`config.mk`:
```
export PLATFORM = sky130hd
export DESIGN_NAME = rival_car_spawner
export DESIGN_NICKNAME = d
export VERILOG_FILES = /design/src/rtl/rival_car_spawner.sv
export SDC_FILE = /design/constraint.sdc
export NUM_CORES = 1
export LEC_CHECK = 0
export BUFFER_PORTS_ARGS = -buffer_cell sky130_fd_sc_hd__clkbuf_2
export CAP_MARGIN = 20
export CELL_PAD_IN_SITES_DETAIL_PLACEMENT = 2
export CELL_PAD_IN_SITES_GLOBAL_PLACEMENT = 2
export CORE_MARGIN = 5
export CORE_UTILIZATION = 35
export CTS_CLUSTER_DIAMETER = 150
export DETAILED_ROUTE_END_ITERATION = 10
export PLACE_DENSITY_LB_ADDON = 0.15
export SLEW_MARGIN = 20
export SYNTH_ARGS = -nofsm -noshare
export SYNTH_HDL_FRONTEND = slang
export SYNTH_SLANG_ARGS = --single-unit
export TNS_END_PERCENT = 5
```
`constraint.sdc`:
```
create_clock -name clk -period 4.4 [get_ports clk]
set_clock_uncertainty 0.15 [all_clocks]
set_input_delay 0.88 -clock clk [delete_from_list [all_inputs] [get_ports clk]]
set_output_delay 0.88 -clock clk [all_outputs]
set_load 0.02 [all_outputs]
```
`src/rtl/rival_car_spawner.sv`:
```
// Rival car spawner: turns LFSR bytes into lane-legal, gap-paced spawn requests
// offered to the sprite manager over a valid/ready handshake.
module rival_car_spawner #(
    parameter logic [4:0]  INITIAL_DELAY = 5'd8,
    parameter logic [4:0]  MIN_GAP       = 5'd4,
    parameter int unsigned MAX_REJECT    = 15,
    parameter logic [9:0]  LANE0_X       = 10'd200,
    parameter logic [9:0]  LANE_PITCH    = 10'd80
) (
    input  logic       clk,
    input  logic       rst,
    input  logic       enable,
    input  logic       frame_tick,
    input  logic [7:0] rand_in,
    output logic       spawn_valid,
    input  logic       spawn_ready,
    output logic [1:0] spawn_lane,
    output logic [9:0] spawn_x,
    output logic [7:0] spawn_count
);

    localparam int REJ_W = (MAX_REJECT < 2) ? 1 : $clog2(MAX_REJECT + 1);

    typedef enum logic [1:0] {
        IDLE     = 2'd0,
        WAIT_GAP = 2'd1,
        SAMPLE   = 2'd2,
        OFFER    = 2'd3
    } state_t;

    state_t           state;
    state_t           next_state;
    logic             has_last;
    logic [1:0]       last_lane;
    logic [4:0]       gap_cnt;
    logic [4:0]       next_gap;
    logic [REJ_W-1:0] rej_cnt;

    logic [1:0] cand;
    logic       reject;
    logic       at_limit;
    logic [1:0] pick_lane;
    logic [4:0] pick_gap;
    logic       take;
    logic       handshake;
    logic       unused_rand;

    assign unused_rand = ^rand_in[3:2];

    function automatic logic [9:0] lane_x(input logic [1:0] lane);
        case (lane)
            2'd0:    lane_x = LANE0_X;
            2'd1:    lane_x = LANE0_X + LANE_PITCH;
            default: lane_x = LANE0_X + LANE_PITCH + LANE_PITCH;
        endcase
    endfunction

    // State register
    always_ff @(posedge clk) begin
        if (rst) begin
            state <= IDLE;
        end else begin
            state <= next_state;
        end
    end

    // Next-state logic; dropping enable aborts from any state
    always_comb begin
        next_state = state;
        if (!enable) begin
            next_state = IDLE;
        end else begin
            case (state)
                IDLE:     next_state = WAIT_GAP;
                WAIT_GAP: next_state = (gap_cnt == 5'd0) ? SAMPLE : WAIT_GAP;
                SAMPLE:   next_state = take ? OFFER : SAMPLE;
                OFFER:    next_state = handshake ? WAIT_GAP : OFFER;
                default:  next_state = IDLE;
            endcase
        end
    end

    // Sample decode: rejection test, forced lane after too many rejects
    always_comb begin
        cand      = rand_in[1:0];
        reject    = (cand == 2'd3) || (has_last && (cand == last_lane));
        at_limit  = (rej_cnt == REJ_W'(MAX_REJECT));
        pick_lane = 2'd0;
        if (!reject) begin
            pick_lane = cand;
        end else if (has_last) begin
            case (last_lane)
                2'd0:    pick_lane = 2'd1;
                2'd1:    pick_lane = 2'd2;
                default: pick_lane = 2'd0;
            endcase
        end else begin
            pick_lane = 2'd0;
        end
        pick_gap  = MIN_GAP + {1'b0, rand_in[7:4]};
        take      = (state == SAMPLE) && (!reject || at_limit);
        handshake = (state == OFFER) && enable && spawn_valid && spawn_ready;
    end

    // Datapath and registered outputs
    always_ff @(posedge clk) begin
        if (rst) begin
            spawn_valid <= 1'b0;
            spawn_lane  <= 2'd0;
            spawn_x     <= 10'd0;
            spawn_count <= 8'd0;
            has_last    <= 1'b0;
            last_lane   <= 2'd0;
            gap_cnt     <= 5'd0;
            next_gap    <= 5'd0;
            rej_cnt     <= '0;
        end else if (!enable) begin
            spawn_valid <= 1'b0;
            rej_cnt     <= '0;
        end else begin
            case (state)
                IDLE: gap_cnt <= INITIAL_DELAY;
                WAIT_GAP: begin
                    if (frame_tick && (gap_cnt != 5'd0)) begin
                        gap_cnt <= gap_cnt - 5'd1;
                    end
                end
                SAMPLE: begin
                    if (take) begin
                        spawn_lane  <= pick_lane;
                        spawn_x     <= lane_x(pick_lane);
                        next_gap    <= pick_gap;
                        rej_cnt     <= '0;
                        spawn_valid <= 1'b1;
                    end else begin
                        rej_cnt <= rej_cnt + REJ_W'(1);
                    end
                end
                OFFER: begin
                    if (handshake) begin
                        last_lane   <= spawn_lane;
                        has_last    <= 1'b1;
                        gap_cnt     <= next_gap;
                        spawn_valid <= 1'b0;
                        if (spawn_count != 8'd255) begin
                            spawn_count <= spawn_count + 8'd1;
                        end
                    end
                end
                default: spawn_valid <= 1'b0;
            endcase
        end
    end

endmodule

```
==> metrics.md, run 1 <==
| Metric | Value |
|---|---|
| Largest family of logic cells by synthesized area | simple AND/OR/NAND/NOR gates |
| CTS tree | built |
| Leakage Power | 0.732 nW |
| Mux cell area share after synthesis | 4.01% |
| CP max FO | 9 |
| Core ar. | 4790 um^2 |
| RSZ-0062 raised after global routing | no |
| Inst Count DP | 284 |
| Fin crit period | 2220 ps |
| Worst Path Required | 4430 ps |
| Fill cells | 546 |
| Routed wire length | 4930 um |
| Clock-pin transition on the worst setup and hold timing paths | 70 ps |
| Achievable frequency | 0.451 GHz |
| Area delta synth->final | 14.9% |
| Number of synthesized flops with an enable pin | 0 |
| Via count | 1531 |
| Antenna Nets Post-Route | 0 |
| Type of the most critical hold path | reg2reg |
| Die X | 80.7 um |
| Final Worst Setup Slack | 2180 ps |
| WP buf/inv | 1 |
| Site Rows | 25 |
| Critical Path Slowest Stage Cell | and3_1 |
| Synth Area in Simple Gates | 23.9% |
| Layout cell share with drive strength beyond 1 | 19.1% |
| Worst path cell trace | clkbuf_2 > nor2b_1 > o21ai_1 > and3_1 > a2111oi_4 > a31o_1 |
| GRT Overall Usage | 16.8% |
| Seq/Total Area, Yosys | 41.2% |
| Pre-CTS WS | 1880 ps |
| Status | finished, final reports clean |
| CTS Buffer Depth | 2 |
| Relative slew slack | 58.2% |
| XOR/XNOR share of the synthesized area | 4.01% |
| Main synth FF type | dfxtp_1 |
| Remaining global-route overflow | 0 |
| Max-Cap Viols | 0 |
| Crit path DAT | 2250 ps |
| Port Buffers | 27 |
| Endpoints failing hold | 0 |
| Hold Buf Count CTS | 0 |
| Synthesized flop and latch total | 36 |
| Top Layer Used | met4 |
| Setup Viol. Count Final | 0 |
| Total CTS buffers | 5 |
| First drt pass iteration count | 2 |
| 1st-iter DRT viols | 24 |
| Boundary Pins | 34 |
| Post-Synth Adder-Cell Area | 2.86% |
| Met3 wire len | 129 um |
| Post-Syn Instances | 200 |
| Synth unique cells | 45 |
| Period utilization | 50.4% |
| Async SR Flop Fraction | 0% |
| Ys Warns | 0 |
| Vias in the first global route | 1733 |
| Avg Inst Size Synth | 8.75 um^2 |
| Worst setup path class | in2reg |
| Die Ht | 80.7 um |
| Wire per inst | 16.9 um |
| Peak VDD IR | 0.210 mV |
| Power density cells | 342 nW/um^2 |
| Slowest stage delay, CP | 480 ps |
| Worst path top cell family by delay | compound AO/OA/AOI/OAI gates |
| Wl on met1 | 2060 um |
| Fin cells | 292 |
| Starting Density | 36.5% |
| Setup Total Neg Slack | 0 ps |
| ANT cells | 0 |
| CTS sink count | 36 |
| Post_cts resized | 0 |
| Critical Path Sink Type | flip-flop |
| Vias per Instance | 5.24 |
| Setup bufs post-CTS | 0 |
| Clk_lat worst skew | 280 ps |
| Nets | 241 |
| Mapped cell area | 1750 um^2 |
| First-pass GRT wire length | 8380 um |
| Synth Area in Compound Gates | 17.9% |
| Remaining DRCs | 0 |
| Total Power | 0.688 mW |
| Die area | 6510 um^2 |
| Final HPWL DP | 3680 um |
| Initial antenna violation count | 0 |
| Critical Path Start Type | primary input |
| Actual slew at the worst max-slew pin | 628 ps |
| Met2 wire length | 2710 um |
| Largest net degree at the start of global routing | 30 |
| H-tree depth | 2 |
| Fin. max-slew vios | 0 |
| CTS root buf | clkbuf_8 |
| Routability congestion estimate from global placement | 0.744 |
[synthesized netlist by cell type, types with 6 or more instances]
cell type / number / area, um^2
dfxtp_1: 36 / 721
nor2_1: 25 / 93.8
nand2_1: 14 / 52.6
nand3_1: 14 / 70.1
a21oi_1: 12 / 60.1
mux2i_1: 7 / 70.1
nor3_1: 7 / 35.0
buf_4: 6 / 45.0
inv_1: 6 / 22.5
nand2b_1: 6 / 37.5
[flip-flops by register name, summed over array words and instances, names as in the netlist]
register     count
state            2
spawn_count      8
spawn_lane       2
spawn_x          6
gap_cnt          5
next_gap         5
rej_cnt          4
spawn_valid      1
last_lane        2
has_last         1
[final timing paths]
path	startpoint	end	slack, ps	cells past startpoint
max	rand_in[1]	spawn_x[7]	2180	6
min	spawn_x[4]	spawn_x[4]	320	1
max reg2reg	state[1]	spawn_count[4]	2260	4
min reg2reg	spawn_x[4]	spawn_x[4]	320	1
[per-stage QoR]
| stage | hold slack (ps) | utilization [%] | area (um^2) |
|---|---|---|---|
| floorplan | 293 | - | 1760 |
| finish | 322 | 42.0 | 2010 |
| global placement | 302 | 39.7 | 1900 |
| global route | 346 | 42.0 | 2010 |
| detailed placement | 311 | 39.7 | 1900 |
| CTS | 330 | 42.0 | 2010 |
[where the power goes]
group          internal [mW]  total, mW  switching (mW)
logic                 0.0226     0.0620          0.0394
registers              0.331      0.337         0.00646
clock network          0.168      0.288           0.121
[routing by layer]
layer  global-route usage [%]  vias to the layer above
li1                         -                      739
met1                     18.6                      773
met2                     31.9                       17
met3                     4.15                        2
met4                     4.05                        0
met5                        0                        -
[cells by family after synthesis]
logic type      Yosys count
flops                    36
simple gates             84
other cells               1
fa+ha+maj                 4
buf+inv                  19
compound gates           41
mux                       7
xor+xnor                  8
[worst register-to-register path, stage by stage, from the launching register on]
cell and delay, ps:
dfxtp_1 570, and4_1 480, o2111ai_1 320, or3_1 400
a21oi_1 140
[area by class of cell]
class | instances | area [um^2] | area share (%)
clock inverters | 3 | 42.5 | 2.12
inverters | 6 | 22.5 | 1.12
clock buffers | 5 | 68.8 | 3.42
repair buffers | 27 | 135 | 6.72
multi-input cells | 148 | 936 | 46.6
flip-flops and latches | 36 | 721 | 35.9
well taps | 67 | 83.8 | 4.17
[layout by cell type (no fill, tap or decap), drive strengths merged, types with 4 or more instances in the layout]
cell | Yosys | routed
dfxtp | 36 | 36
clkbuf | 4 | 32
nor2 | 25 | 25
nand2 | 16 | 16
nand3 | 14 | 14
a21oi | 13 | 13
mux2i | 7 | 7
nor3 | 7 | 7
o21ai | 7 | 7
inv | 6 | 6
nand2b | 6 | 6
a31oi | 6 | 6
xnor2 | 5 | 5
ha | 4 | 4
conb | 1 | 4
No activity file was read; power rests on OpenSTA's default activity.
==> run 2, diff against run 1 <==
CORE_UTILIZATION = 32   (was 35)
clock period = 2.2 ns   (was 4.4 ns; I/O delays follow)
==> run 2 against run 1 <==
Sequential share of layout area about the same. Non-clock buffer count is 3 higher. Final cell count increased by 2.7%. First-iteration DRC count rose by 79%. Die area is 8.2% higher. Combinational power up 100%. Worst hold slack lost 110 ps. Highest routed layer unchanged.
==> metrics.md, run 2 (synthesis gave the netlist of run 1 again) <==
| Metric | Value |
|---|---|
| Nets | 244 |
| WP buf/inv | 1 |
| Most frequent cells in the layout | dfxtp_1, clkbuf_2, nor2_1 |
| Pint | 0.929 mW |
| Port Buffers | 27 |
| Slowest stage delay, CP | 410 ps |
| Worst setup path class | reg2reg |
| Remaining DRCs | 0 |
| Hold Buf Count CTS | 0 |
| Setup Viol. Count Final | 0 |
| Total CTS buffers | 5 |
| Critical Path Sink Type | flip-flop |
| Clk_lat worst skew | 290 ps |
| Die Ht | 83.9 um |
| Area delta synth->final | 15.2% |
| Max reg flops | 8 |
| R2R Path Start | gap_cnt[0] |
| Clock network power share | 36.9% |
| Critical Path Slowest Stage Cell | or3b_1 |
| Die X | 83.9 um |
| Clock-pin transition on the worst setup and hold timing paths | 80 ps |
| Critical Path Stages | 7 |
| Routability congestion estimate from global placement | 0.822 |
| Vias in the first global route | 1783 |
| Combinational fraction of design power | 9.9% |
| Setup Total Neg Slack | 0 ps |
| Layout cell share with drive strength beyond 1 | 20.6% |
| Peak VDD IR | 0.234 mV |
| First drt pass iteration count | 2 |
| Die area | 7050 um^2 |
| Initial antenna violation count | 0 |
| Pre-CTS WS | 125 ps |
| CP max FO | 7 |
| Fin cells | 300 |
| Sw Ratio | 26.8% |
| Boundary Pins | 34 |
| Crit path DAT | 2150 ps |
| CP endpoint | gap_cnt[2] |
| Leakage Power | 0.742 nW |
| Worst r2r path cells | 7 |
| Period utilization | 94.3% |
| Setup slack, reg-to-reg | 130 ps |
| Sequential share of power | 53.2% |
| CTS sink count | 36 |
| Final core occ | 37.3% |
| Worst Path Required | 2280 ps |
| Power density cells | 630 nW/um^2 |
| Hold slack | 214 ps |
| Largest net degree at the start of global routing | 27 |
| CTS Buffer Depth | 2 |
| Starting Density | 32.4% |
| Via count | 1549 |
| Status | finished, final reports clean |
| RSZ-0062 raised after global routing | yes |
| Fin crit period | 2070 ps |
| Antenna Nets Post-Route | 0 |
| H-tree depth | 2 |
| CTS tree | built |
| Final HPWL DP | 3820 um |
| Remaining global-route overflow | 0 |
| Wire per inst | 16.5 um |
| Capturing point of the worst reg2reg path | gap_cnt[2] |
| Worst path cell trace | inv_1 > ha_1 > or3b_1 > o31a_1 > o211a_4 > nand2b_1 > a21oi_2 |
| Inst Count DP | 292 |
| Type of the most critical hold path | in2reg |
| Vias per Instance | 5.16 |
| 1st-iter DRT viols | 43 |
| Fin. max-slew vios | 0 |
| Achievable frequency | 0.482 GHz |
| ANT cells | 0 |
| Core ar. | 5410 um^2 |
| Largest Register | spawn_count |
| Max-Cap Viols | 0 |
| Critical Path Start Type | flip-flop |
| Site Rows | 27 |
| Worst path top cell family by delay | compound AO/OA/AOI/OAI gates |
| Endpoints failing hold | 0 |
| Most common cell after layout, fill and taps aside | dfxtp_1 |
| CTS root buf | clkbuf_8 |
| Final Worst Setup Slack | 126 ps |
| Routed wire length | 4960 um |
| Top Registers | spawn_count x8, spawn_x x6 |
| First-pass GRT wire length | 8760 um |
| GRT Overall Usage | 15.3% |
| CP Launch Point | gap_cnt[0] |
| Psw | 0.341 mW |
run 2: final cells by class:
| class | count | area (um^2) |
|---|---|---|
| Clock buffer | 5 | 68.8 |
| Clock inverter | 3 | 18.8 |
| Fill cell | 621 | 3390 |
| Inverter | 6 | 22.5 |
| Multi-Input combinational cell | 148 | 936 |
| Sequential cell | 36 | 722 |
| Tap cell | 72 | 90.1 |
| Timing Repair Buffer | 30 | 158 |
run 2: layer usage:
metal,routed length [um],part of all wire (%),vias to the layer above,GRT usage (%)
li1,-,-,752,-
met1,2050,41,764,16.5
met2,2660,54,25,28.9
met3,177,3.6,8,4.34
met4,68,1.4,0,3.95
met5,0,0,-,0
run 2: worst min path at each step:
stage / start / to / slack (ps) / cells after the start
global placement: spawn_x[4] / spawn_x[4] / 300 / 1
floorplan: next_gap[4] / gap_cnt[4] / 290 / 2
finish: rst / has_last / 210 / 2
CTS: rst / has_last / 200 / 2
global route: rst / has_last / 200 / 2
detailed placement: spawn_x[3] / spawn_x[3] / 320 / 2
run 2: power by group through the flow:
stage               registers, mW  clock network [mW]  logic, mW
global placement            0.690                   0      0.119
detailed placement          0.691                   0      0.126
finish                      0.676               0.469      0.125
floorplan                   0.687                   0     0.0981
global route                0.678               0.524      0.140
CTS                         0.676               0.491      0.128
run 2: per-stage QoR:
step	area [um^2]	power, mW
2_1_floorplan	1760	0.785
3_3_place_gp	1930	0.809
3_5_place_dp	1930	0.817
4_1_cts	2010	1.29
5_1_grt	2020	1.34
6_report	2020	1.27
run 2: repair_timing:
action                     CTS  global route
setup endpoints to repair    0             2
setup buffers                0             0
resized for setup            0             1
==> run 3, diff against run 2 <==
ABC_AREA = 1   (was unset)
CORE_UTILIZATION = 30   (was 32)
==> run 3 against run 2 <==
Routed wire length fell by 8.0%. Synthesized area fell by 1.6%. Clock power rose by 6.6%. Setup slack improved by 320 ps. Utilization fell by 0.98 points. Via count rose by 3.1%. Highest routed layer unchanged. Largest power group unchanged. First-iteration DRC count fell by 23%. Final cell count rose by 14%. Non-clock buffer count fell by 1. Worst hold slack got worse by 4.2 ps.
==> metrics.md, run 3 <==
| Metric | Value |
|---|---|
| Wire per inst | 13.3 um |
| Worst r2r path cells | 10 |
| Die area | 7350 um^2 |
| Layout cell share with drive strength beyond 1 | 19.9% |
| Via count | 1597 |
| Hold Buf Count CTS | 0 |
| Clock-pin transition on the worst setup and hold timing paths | 70 ps |
| Peak VDD IR | 0.214 mV |
| Pint | 0.955 mW |
| Worst setup path class | reg2reg |
| Achievable frequency | 0.571 GHz |
| Endpoints failing hold | 0 |
| Post-Syn Instances | 239 |
| Starting Density | 31.1% |
| Ys Warns | 0 |
| Biggest area consumer among synthesized cells | dfxtp_1 |
| Synthesized flop and latch total | 36 |
| Commonest cells in the synthesized netlist | nand2_1, dfxtp_1, inv_1 |
| Sw Ratio | 26.5% |
| Most frequent cells in the layout | nand2_1, dfxtp_1, clkbuf_2 |
| CTS root buf | clkbuf_8 |
| First-pass GRT wire length | 7990 um |
| Setup Viol. Count Final | 0 |
| Mapped cell area | 1720 um^2 |
| Port Buffers | 27 |
| Yosys top cell area share | 41.9% |
| CTS sink count | 36 |
| Area delta synth->final | 16.9% |
| H-tree depth | 2 |
| Crit path DAT | 1780 ps |
| Combinational fraction of design power | 9.5% |
| Clock network power share | 38.5% |
| GRT Overall Usage | 13.7% |
| Largest Register | spawn_count |
| Vias per Instance | 4.66 |
| Clk_lat worst skew | 290 ps |
| Leakage Power | 0.900 nW |
| Post-Place Cell Area | 1920 um^2 |
| RSZ-0062 raised after global routing | no |
| Synth unique cells | 29 |
| CTS Buffer Depth | 2 |
| Die Ht | 85.8 um |
| First drt pass iteration count | 4 |
| Seq/Total Area, Yosys | 41.9% |
| Period utilization | 79.6% |
| Power density cells | 645 nW/um^2 |
| Top-count cell post-synth | nand2_1 |
| Worst Path Required | 2220 ps |
| Die X | 85.8 um |
| Critical Path Sink Type | flip-flop |
| Type of the most critical hold path | in2reg |
| Fill cells | 694 |
| Final HPWL DP | 3600 um |
| Fin crit period | 1750 ps |
| Most common cell after layout, fill and taps aside | nand2_1 |
| Remaining DRCs | 0 |
| Area of the multi-input gates | 846 um^2 |
| Boundary Pins | 34 |
| Largest cells by area after synthesis | dfxtp_1, nand2_1, a21oi_1 |
| Psw | 0.344 mW |
| CP max FO | 8 |
| Number of synthesized flops with an enable pin | 0 |
| Routed wire length | 4560 um |
| Status | finished, final reports clean |
| Core ar. | 5540 um^2 |
| Critical Path Start Type | flip-flop |
| Setup bufs post-CTS | 0 |
| Vias in the first global route | 1688 |
| Max-Cap Viols | 0 |
| Top Registers | spawn_count x8, spawn_x x6 |
| Post_cts resized | 0 |
| Initial antenna violation count | 0 |
| Max reg flops | 8 |
| 1st-iter DRT viols | 33 |
| Setup Total Neg Slack | 0 ps |
| Final instance area | 2010 um^2 |
| Antenna Nets Post-Route | 0 |
| Remaining global-route overflow | 0 |
| Reg area | 721 um^2 |
| Routability congestion estimate from global placement | 0.710 |
| WHS Path Cells | 2 |
| Inst Count DP | 335 |
| CTS tree | built |
| Sequential share of power | 52.0% |
| Fin. max-slew vios | 0 |
| Fin cells | 343 |
| Largest net degree at the start of global routing | 15 |
| ANT cells | 0 |
| Site Rows | 27 |
| Async SR Flop Fraction | 0% |
| Avg Inst Size Synth | 7.20 um^2 |
| Nets | 287 |
| Total CTS buffers | 5 |
| Main synth FF type | dfxtp_1 |
==> run 3: cell types whose count changed after synthesis, sizes merged, moves of 3 or more <==
| cell | previous run | this run |
|---|---|---|
| xnor2 | 5 | 0 |
| a21oi | 13 | 24 |
| mux2i | 7 | 0 |
| buf | 9 | 6 |
| a211oi | 3 | 0 |
| nor2b | 3 | 0 |
| inv | 6 | 30 |
| o21ai | 7 | 17 |
| a31oi | 6 | 0 |
| nand2 | 16 | 66 |
| nand2b | 6 | 0 |
| nor3 | 7 | 4 |
==> run 3: worst paths after layout <==
kind,slack [ps],start,to
worst max-delay path,450,spawn_count[1],spawn_count[6]
worst min-delay path,210,rand_in[6],next_gap[2]
worst max register to register,450,spawn_count[1],spawn_count[6]
worst min register to register,310,gap_cnt[4],gap_cnt[4]
==> run 3: cell families (layout without fill, tap and decap cells) <==
family	Yosys count	count (layout)	synth area share [%]
DFF	36	36	41.9
AOI/OAI and AO/OA	43	43	12.9
buffers and inverters	38	67	9.67
xor gates and xnor gates	3	3	1.53
and+or+nand+nor	114	114	30.9
adders and majority gates	4	4	2.91
other	1	4	0.218
==> run 3: cell type report <==
class,count,share of cell area (%)
Clock buffer,6,4.10
Clock inverter,2,0.498
Inverter,30,5.60
Multi-Input combinational cell,168,42.0
Sequential cell,36,35.8
Tap cell,72,4.48
Timing Repair Buffer,29,7.46
==> run 3: worst max-delay path: stages, from the launching register on <==
cell	delay [ps]
dfxtp_1	380
ha_1	190
nand3_1	80
nor2_1	170
nand3_1	150
nand2_4	160
inv_2	60
nand2_1	60
inv_1	50
o21ai_1	130
a21oi_1	60
==> run 3: layer usage <==
layer	vias to the layer above	share of wire, %	GRT usage [%]
met5	-	0	0
met4	0	1.4	4.32
met3	6	4.1	3.46
met2	22	48	23.2
met1	757	47	16.9
li1	812	-	-
==> run 3: metrics by stage <==
stage               setup slack (ps)  total power [mW]  hold slack, ps  util [%]
floorplan                        530             0.780             289         -
global placement                 423             0.811             298      34.6
detailed placement               366             0.816             306      34.6
CTS                              418              1.33             200      36.3
global route                     249              1.37             213      36.3
finish                           448              1.30             209      36.3
==> run 3: power by group through the flow <==
stage | logic, mW | clock network [mW] | registers [mW]
CTS | 0.127 | 0.523 | 0.675
detailed placement | 0.125 | 0 | 0.691
floorplan | 0.0909 | 0 | 0.689
global route | 0.144 | 0.553 | 0.678
finish | 0.123 | 0.500 | 0.675
global placement | 0.120 | 0 | 0.690
